`src/rtl/alu_flag_branch.sv`:
```
// Flag register and conditional-branch resolver at the ALU result interface.
// Optional macro FLAG_FWD_EN: forward same-cycle flag writes into branch evaluation instead of stalling.
module alu_flag_branch #(
    parameter int PC_W  = 16,
    parameter int OFF_W = 9
) (
    input  logic             clk,
    input  logic             rst,
    input  logic             alu_valid,
    input  logic [2:0]       alu_opcode,
    input  logic             Z_in,
    input  logic             OV_in,
    input  logic             N_in,
    input  logic             br_valid,
    input  logic [2:0]       br_cond,
    input  logic [PC_W-1:0]  br_pc_plus1,
    input  logic [OFF_W-1:0] br_offset,
    input  logic             kill,
    output logic [2:0]       flags,
    output logic             stall,
    output logic             br_done,
    output logic             br_taken,
    output logic [PC_W-1:0]  br_target,
    output logic             flush
);

    typedef enum logic [0:0] {
        ST_IDLE = 1'b0,
        ST_WAIT = 1'b1
    } state_t;

    state_t            state_r, state_s;
    logic [2:0]        flags_r, flags_s, eval_flags_s;
    logic              flag_wr_s, arith_s, hazard_s;
    logic              fire_s, stall_s, taken_s;
    logic [PC_W-1:0]   sext_off_s, target_s;
    logic              br_done_r, br_taken_r, flush_r;
    logic [PC_W-1:0]   br_target_r;

    // Flags are packed {Z, OV, N}
    function automatic logic cond_met(input logic [2:0] cond, input logic [2:0] f);
        logic z, ov, n;
        z  = f[2];
        ov = f[1];
        n  = f[0];
        case (cond)
            3'b000:  cond_met = ~z;
            3'b001:  cond_met = z;
            3'b010:  cond_met = ~z & ~n;
            3'b011:  cond_met = n;
            3'b100:  cond_met = z | (~z & ~n);
            3'b101:  cond_met = n | z;
            3'b110:  cond_met = ov;
            3'b111:  cond_met = 1'b1;
            default: cond_met = 1'b0;
        endcase
    endfunction

    assign flag_wr_s = (alu_opcode != 3'b110) && (alu_opcode != 3'b111);
    assign arith_s   = (alu_opcode == 3'b000) || (alu_opcode == 3'b001);
    assign hazard_s  = br_valid && alu_valid && flag_wr_s;

    // Next flag value: logic/shift ops keep OV, load-immediates write nothing
    always_comb begin
        flags_s = flags_r;
        if (alu_valid && flag_wr_s) begin
            flags_s[2] = Z_in;
            flags_s[0] = N_in;
            if (arith_s) begin
                flags_s[1] = OV_in;
            end else begin
                flags_s[1] = flags_r[1];
            end
        end else begin
            flags_s = flags_r;
        end
    end

    // Branch FSM: accept, stall on a flag hazard, or resolve a held branch
    always_comb begin
        state_s      = state_r;
        fire_s       = 1'b0;
        stall_s      = 1'b0;
        eval_flags_s = flags_r;
        case (state_r)
            ST_IDLE: begin
                if (kill) begin
                    state_s = ST_IDLE;
                end else if (br_valid) begin
`ifdef FLAG_FWD_EN
                    eval_flags_s = hazard_s ? flags_s : flags_r;
                    fire_s       = 1'b1;
`else
                    if (hazard_s) begin
                        stall_s = 1'b1;
                        state_s = ST_WAIT;
                    end else begin
                        fire_s = 1'b1;
                    end
`endif
                end else begin
                    state_s = ST_IDLE;
                end
            end
            ST_WAIT: begin
                // The branch is held upstream; flags_r now holds the producer's result
                if (kill) begin
                    state_s = ST_IDLE;
                end else begin
                    fire_s  = 1'b1;
                    state_s = ST_IDLE;
                end
            end
            default: begin
                state_s = ST_IDLE;
            end
        endcase
    end

    assign sext_off_s = {{(PC_W-OFF_W){br_offset[OFF_W-1]}}, br_offset};
    assign taken_s    = cond_met(br_cond, eval_flags_s);
    assign target_s   = taken_s ? (br_pc_plus1 + sext_off_s) : br_pc_plus1;

    // State, flag register and registered branch decision
    always_ff @(posedge clk) begin
        if (rst) begin
            state_r     <= ST_IDLE;
            flags_r     <= 3'b000;
            br_done_r   <= 1'b0;
            br_taken_r  <= 1'b0;
            flush_r     <= 1'b0;
            br_target_r <= {PC_W{1'b0}};
        end else begin
            state_r    <= state_s;
            flags_r    <= flags_s;
            br_done_r  <= fire_s;
            br_taken_r <= fire_s & taken_s;
            flush_r    <= fire_s & taken_s;
            if (fire_s) begin
                br_target_r <= target_s;
            end else begin
                br_target_r <= br_target_r;
            end
        end
    end

    assign flags     = flags_r;
    assign stall     = stall_s;
    assign br_done   = br_done_r;
    assign br_taken  = br_taken_r;
    assign br_target = br_target_r;
    assign flush     = flush_r;

endmodule

```
`config.mk`:
```
export PLATFORM = sky130hd
export DESIGN_NAME = alu_flag_branch
export DESIGN_NICKNAME = d
export VERILOG_FILES = /design/src/rtl/alu_flag_branch.sv
export SDC_FILE = /design/constraint.sdc
export NUM_CORES = 1
export LEC_CHECK = 0
export ABC_AREA = 1
export CORE_ASPECT_RATIO = 0.9
export CORE_MARGIN = 3
export CORE_UTILIZATION = 50
export DETAILED_ROUTE_END_ITERATION = 8
export GPL_ROUTABILITY_DRIVEN = 0
export PLACE_DENSITY = 0.92
export SYNTH_ARGS = -nofsm -noshare
export SYNTH_HDL_FRONTEND = slang
export SYNTH_SLANG_ARGS = --single-unit
```
`constraint.sdc`:
```
create_clock -name clk -period 4.94 [get_ports clk]
set_input_delay 1.235 -clock clk [delete_from_list [all_inputs] [get_ports clk]]
set_output_delay 1.235 -clock clk [all_outputs]
set_load 0.02 [all_outputs]
```
==> metrics, run 1 <==
hold_buf cts=0; Flop pwr share=34.9%; Initial DRC Count=roughly 150; Slew HR=71.5%; DP Worst Slack=approximately 1.1 ns; antenna-violating nets left=0; WP data required=~3.7 ns; FP Rows=20; drt first pass iters=4; commonest non-fill, non-tap cell in the layout=nand2_1; R2R Setup Slk=roughly 3.3 ns; first-pass GRT wire length=8400 um; largest net degree at the start of global routing=22; Crit path top cell by count=clkdlybuf4s50_1; die height=64.7 um; RSZ-0062 raised after global routing=no; clk sinks=22; YS warnings=0; status=finished clean; initial core utilization=54.3%; GRT Util Overall=22.2%; Worst Slack Setup Final=1.10 ns; cell depth of the worst flop-to-flop path=10; Worst Tran Pin Value=0.427 ns; Filler cells=309; Worst-Skew Late Latency=0.27 ns; placed instance area=0.00251 mm^2; Setup crit start=br_valid; maximum vdd ir drop=roughly 0.20 mV; Crit. End Element=primary output; Worst Setup Path Type=input pin to primary output; fraction of layout cells with a size suffix above 1=4.66%; dpl hpwl=4050 um; Post-Synthesis Cell Area=0.00191 mm^2; Setup-failing EPs final=0; reg-to-reg critical path startpoint=flags[1]; switching power=198 uW; crit-path max FO=2; TritonCTS clock tree=built; clk buf depth=2; Largest stage delay, worst path=slightly above 0.6 ns; # IOs=62; net count after synthesis=364; Net Sw Frac=35.4%; worst reg2reg endpoint=br_target[11]; sequential share of the synthesized area=a little under a quarter; Clock transition at path regs=around 0.07 ns; post-layout instance area=0.00257 mm^2; vias in the first global route=1957; Layout area overhead=34.1%; syn_area_per_cell=6.20 um^2; crit-path cells=clkdlybuf4s50_1 -> nand3_1 -> nor2_1 -> clkdlybuf4s50_1; Critical Path End=stall; worst hold slack=0.468 ns; CTS root buf=clkbuf_8; worst hold start=br_target[14]; commonest non-fill, non-tap cells in the layout=95 x nand2_1, 60 x clkdlybuf4s50_1, 44 x inv_1, 26 x nor2_1; slowest stage cell, crit path=clkdlybuf4s50_1; power share of the clock group=23.2%; max-slew violations=0; DIE WIDTH=71.2 um; fmax=260 MHz; total power=560 uW; fin crit share=around 80%; fin nets=421; total CTS buffers=3; DR vias/cell=~5.2; Final Hold Fails=0; Post CTS Setup Buffer Count=0; Hold/Removal Path Class=flop to flop; Combinational Power Share=41.9%; htree depth=1; diode count=0; CP startpoint kind=input pin; gr ovfl total=0; total negative setup slack=0 ns; via count=2123; antenna violations before repair=0; drt total wl=about 5000 um; PD cells=approximately 220 mW/mm^2; Worst Skew=0.00679 ns; Remaining DRCs=0; CP Data Arrival Time=roughly 2.6 ns; routed len/inst=around 12 um; Cells after Synth=approximately 310; Crit path buffers/inverters=2; minimum clock period=3.84 ns; core footprint=0.00353 mm^2; PortBufs=60; cts repair resizes=0; Leakage=0.00127 uW; Worst path top cell family by delay=buffers and inverters; design internal power=362 uW; MaxCap Viol Count=0; number of synthesized register bits=22; die area=approximately 0.0046 mm^2; WP depth=4; synth unique cells=32
==> kinds of logic (layout without fill, tap and decap cells) <==
family                   Yosys count  after routing  synth area share, %
adder cells (fa/ha/maj)           16             16                 10.8
flip-flops                        22             22                 23.0
buffers and inverters             55            111                 12.4
XOR/XNOR                           7              7                 3.20
AND/OR/NAND/NOR                  160            160                 35.2
AO/OA/AOI/OAI                     49             49                 15.4
==> worst min path at each step <==
stage | depth (start not counted) | endpoint
floorplan | 3 | state_r
finish | 2 | br_target[14]
global route | 2 | br_target[13]
global placement | 2 | br_target[11]
detailed placement | 2 | br_target[14]
CTS | 2 | br_target[14]
==> final cells by class <==
cell class / count / area [um^2] / area share (%)
timing repair buffer: 60 / 601 / 23.4
sequential: 22 / 440 / 17.2
inverter: 47 / 179 / 6.97
clock buffer: 4 / 55.1 / 2.14
tap: 44 / 55.1 / 2.14
multi-input combinational: 232 / 1240 / 48.2
==> synthesized netlist by cell type (all sizes together) <==
cell	instances	area, um^2
dfxtp	22	440
xor2	5	43.8
nand3b	1	7.51
fa	1	20.0
ha	15	188
nand3	24	120
inv	47	179
nor3	4	25.0
nand4	3	18.8
nand2	97	374
clkbuf	2	7.51
a31oi	2	12.5
nor2	26	97.6
o211ai	5	37.5
xnor2	2	17.5
and3	1	6.26
a21oi	28	163
o21ai	14	81.3
buf	6	50.0
or2	3	18.8
and2	1	6.26
==> layer usage <==
layer	up-vias	GRT usage (%)	wire, um
met5	-	0	0
met4	0	4.93	55
met3	8	7.29	485
met2	74	37.8	2390
met1	942	27.1	2150
li1	1099	-	-
==> worst min-delay path, stage by stage, from the launching register on <==
cell and delay, ns:
dfxtp_1 0.31, nand2_1 0.06, a21oi_1 0.05
==> power groups by stage <==
stage	combinational, uW	sequential (uW)	clock (uW)
6_report	234	196	130
5_1_grt	262	197	138
4_1_cts	234	195	132
3_5_place_dp	232	199	0
3_3_place_gp	226	199	0
2_1_floorplan	135	213	0
==> metrics by stage <==
step	cells	utilization (%)
finish	409	72.8
detailed placement	405	71.2
global route	409	72.8
CTS	409	72.8
global placement	405	71.2
floorplan	309	-
==> sequential cells by signal, summed over array words and instances (netlist names) <==
signal     flops
state_r        1
br_done        1
br_target     16
flags          3
flush          1
Power figures use the tool's default switching activity.
==> run 2, diff against run 1 <==
- CORE_UTILIZATION: 50 -> 47
- PLACE_DENSITY: 0.92 -> 0.87
- clock period: 4.94 -> 3.9 ns (I/O delays scaled with it)
==> run 2 against run 1 <==
Against the previous run: register-to-register slack got worse by 1.1 ns; first-iteration DRC count decreased by 9.8%; design area about the same; count of clock-buffer cells in the layout unchanged; core utilization decreased by 5.3 points; setup slack got worse by 0.51 ns; clock power increased by 23%; non-clock buffer count unchanged; critical path depth unchanged; worst hold slack got worse by 0.00065 ns; critical path type unchanged.
==> metrics, run 2 (synthesized netlist as in run 1, its figures left out) <==
cts repair resizes=0; die height=about 67 um; drt total wl=4910 um; max FFs per register=16; PortBufs=60; minimum clock period=~3.3 ns; die area=0.00488 mm^2; antenna-violating nets left=0; cell depth of the worst flop-to-flop path=10; largest net degree at the start of global routing=22; fin nets=421; Worst-Skew Late Latency=0.26 ns; DR WL met3=around 300 um; PD cells=273 mW/mm^2; max-slew violations=0; maximum vdd ir drop=0.227 mV; Clock transition at path regs=0.07 ns; commonest non-fill, non-tap cells in the layout=95 x nand2_1, 60 x clkdlybuf4s50_1, 44 x inv_1, 26 x nor2_1; WP data required=2.92 ns; first-pass GRT wire length=about 8000 um; crit-path max FO=2; Worst Slack Setup Final=0.588 ns; clk sinks=22; via count=2110; Initial DRC Count=roughly 140; gr ovfl total=0; DIE WIDTH=~73 um; antenna violations before repair=0; Remaining DRCs=0; routed len/inst=approximately 12 um; worst hold path depth=2; # IOs=62; GRT Util Overall=20.3%; Leakage=0.00127 uW; DRT met1 WL=2220 um; hold_buf cts=0; core footprint=between 0.003 and 0.004 mm^2; FP Rows=21; Worst Setup Path Type=input pin to primary output; Worst Tran Pin Value=0.438 ns; Setup crit start=br_valid; met2 routed WL=2310 um; fraction of layout cells with a size suffix above 1=4.66%; total CTS buffers=3; MaxCap Viol Count=0; CP Data Arrival Time=2.34 ns; Slew HR=70.7%; clk buf depth=2; Final Core Density=67.5%; diode count=0; reg-to-reg critical path startpoint=flags[1]; Inst Count DP=407; Post CTS Setup Buffer Count=0; Top Layer Used=met4; Setup-failing EPs final=0; Hold/Removal Path Class=flop to flop; Worst Skew=just over 0.004 ns; htree depth=1; Crit. End Element=primary output; TritonCTS clock tree=built; RSZ-0062 raised after global routing=no; final non-filler cell total=411; total negative setup slack=0 ns; Final Hold Fails=0; vias in the first global route=approximately 1900; Layout area overhead=34.2%; commonest non-fill, non-tap cell in the layout=nand2_1; initial core utilization=50.2%; total power=702 uW; DP Worst Slack=0.585 ns; drt first pass iters=4; fmax=302 MHz; fin crit share=around 85%; CP startpoint kind=input pin; DR vias/cell=slightly above 5; dpl hpwl=around 4000 um; status=finished clean; CTS root buf=clkbuf_8; worst hold start=br_target[15]
[run 2: cell counts in the layout (fill, tap and decap cells not counted)]
No cell type changed its count.
[run 2: power breakdown]
part	internal (uW)	switching, uW
clock	89.9	70.1
combinational	129	166
sequential	239	8.20
[run 2: critical path, cell delays in order]
cell and delay, ns:
clkdlybuf4s50_1 0.53, nand3_1 0.12, nor2_1 0.11, clkdlybuf4s50_1 0.61
[run 2: stage by stage]
stage                     hold WS (ns)  instance area (um^2)
after global placement           0.454                  2510
after global routing             0.496                  2570
after CTS                        0.473                  2570
after floorplan                  0.539                  1910
after detailed placement         0.459                  2510
final                            0.467                  2570
[run 2: routing by layer]
metal  global-route usage [%]  up-vias
met3                     4.22       10
met5                        0        -
met1                     25.7      928
met4                     4.61        0
li1                         -     1102
met2                     34.8       70
[run 2: worst paths after layout]
path	to	slack [ns]
worst max-delay path	stall	0.59
worst min register to register	br_target[15]	0.47
worst min-delay path	br_target[15]	0.47
worst max register to register	br_target[11]	2.26
[run 2: cell type report]
type / instances / area (um^2)
inverters: 47 / 179
fillers: 338 / 1240
flip-flops and latches: 22 / 440
multi-input cells: 232 / 1240
clock buffers: 4 / 55.1
repair buffers: 60 / 601
well taps: 46 / 57.6
==> run 3, diff against run 2 <==
- clock period: 3.9 -> 3.14 ns (I/O delays scaled with it)
==> run 3 against run 2 <==
Against the previous run: global-route usage rose by 1.2 points; power increased by 34%; design area is 1.5% higher; sequential power increased by 24%; setup slack worse by 0.39 ns; clock power is 65% higher; core utilization up 1.0 points; sequential share of layout area down 0.25 points; critical path depth unchanged; routed wire length grew 2.1%; first-iteration DRC count down 28%; combinational power is 26% higher; critical path type unchanged; critical endpoint unchanged; largest cell class unchanged; highest routed layer unchanged.
==> metrics, run 3 (synthesized netlist as in run 1, its figures left out) <==
Worst Setup Path Type=input pin to primary output; drt total wl=5020 um; WP data required=2.35 ns; cts repair resizes=0; Post CTS Setup Buffer Count=0; Initial DRC Count=99; diode count=0; DP Worst Slack=0.206 ns; Hold/Removal Path Class=flop to flop; CTS root buf=clkbuf_8; met2 usage=37.6%; antenna violations before repair=0; Crit. End Element=primary output; Leakage=0.00129 uW; Worst Slack Setup Final=0.198 ns; die height=66.5 um; core footprint=~0.0038 mm^2; GR Util met1=26.6%; dpl hpwl=4050 um; status=finished clean; PortBufs=60; cell depth of the worst flop-to-flop path=10; htree depth=1; commonest non-fill, non-tap cells in the layout=95 x nand2_1, 60 x clkdlybuf4s50_1, 44 x inv_1, 26 x nor2_1; TritonCTS clock tree=built; hold_buf cts=0; initial core utilization=between 50% and 60%; die area=0.00488 mm^2; total power=about 940 uW; total CTS buffers=3; max-slew violations=0; via count=approximately 2100; R2R Setup Slk=approximately 1.7 ns; FP Rows=21; Worst Tran Pin Value=0.367 ns; drt first pass iters=4; Remaining DRCs=0; clk buf depth=2; GRT Util Overall=21.4%; crit-path max FO=2; first-pass GRT wire length=8360 um; MaxCap Viol Count=0; Filler cells=roughly 340; largest net degree at the start of global routing=22; vias in the first global route=1935; reg-to-reg critical path startpoint=flags[1]; GR Util met3=5.43%; RSZ-0062 raised after global routing=no; DR vias/cell=5.05; Slew HR=between 70% and 80%; maximum vdd ir drop=roughly 0.34 mV; total negative setup slack=0 ns; routed len/inst=approximately 12 um; Clock transition at path regs=0.07 ns; clk sinks=22; fin nets=424; Setup-failing EPs final=0; GRT busiest layer=met2; fraction of layout cells with a size suffix above 1=5.43%; Layout area overhead=36.3%; worst reg2reg endpoint=br_target[3]; commonest non-fill, non-tap cell in the layout=nand2_1; CP startpoint kind=input pin; minimum clock period=between 2 and 3 ns; fmax=around 340 MHz; # IOs=62; antenna-violating nets left=0; Final Hold Fails=0; gr ovfl total=0; DIE WIDTH=about 73 um; fin crit share=93.7%; Worst Skew=0.0120 ns; Worst-Skew Late Latency=approximately 0.27 ns; CP Data Arrival Time=2.16 ns; Setup crit start=br_valid; Critical Path End=stall; max FFs per register=16; PD cells=362 mW/mm^2
## run 3: critical path, cell delays in order
cell and delay [ns]:
clkdlybuf4s50_1 0.52, nand3_1 0.13, nor2_1 0.11, clkdlybuf4s50_1 0.61
## run 3: per-stage QoR
| stage | hold slack [ns] | std cells | utilization, % | area (um^2) |
|---|---|---|---|---|
| after global placement | 0.454 | 410 | 66.6 | 2540 |
| after CTS | 0.473 | 414 | 68.5 | 2610 |
| after floorplan | 0.539 | 309 | - | 1910 |
| final | 0.471 | 414 | 68.5 | 2610 |
| after detailed placement | 0.459 | 410 | 66.6 | 2540 |
| after global routing | 0.491 | 414 | 68.5 | 2610 |
## run 3: how the worst min path moves through the flow
stage          depth (start not counted)  slack [ns]             to     startpoint
3_5_place_dp                           2        0.46  br_target[14]  br_target[14]
3_3_place_gp                           2        0.45  br_target[15]  br_target[15]
2_1_floorplan                          3        0.54        state_r        state_r
4_1_cts                                2        0.47  br_target[14]  br_target[14]
5_1_grt                                2        0.49  br_target[11]  br_target[11]
6_report                               2        0.47  br_target[15]  br_target[15]
## run 3: metal layers
metal  up-vias  wire [um]  share of wire (%)
met5         -          0                  0
met4         0         39               0.78
met3         4        334                6.7
met2        54       2440                 49
met1       925       2200                 44
li1       1108          -                  -
## run 3: final cells by class
cell class / instances / area [um^2] / area share (%)
Timing Repair Buffer: 63 / 623 / 23.9
Tap cell: 46 / 57.6 / 2.21
Sequential cell: 22 / 440 / 16.9
Inverter: 47 / 179 / 6.86
Clock buffer: 3 / 41.3 / 1.58
Clock inverter: 1 / 30.0 / 1.15
Multi-Input combinational cell: 232 / 1240 / 47.4
## run 3: power by group
group / internal (uW) / switching [uW]
combinational: 164 / 208
clock: 170 / 93.3
sequential: 297 / 10.0
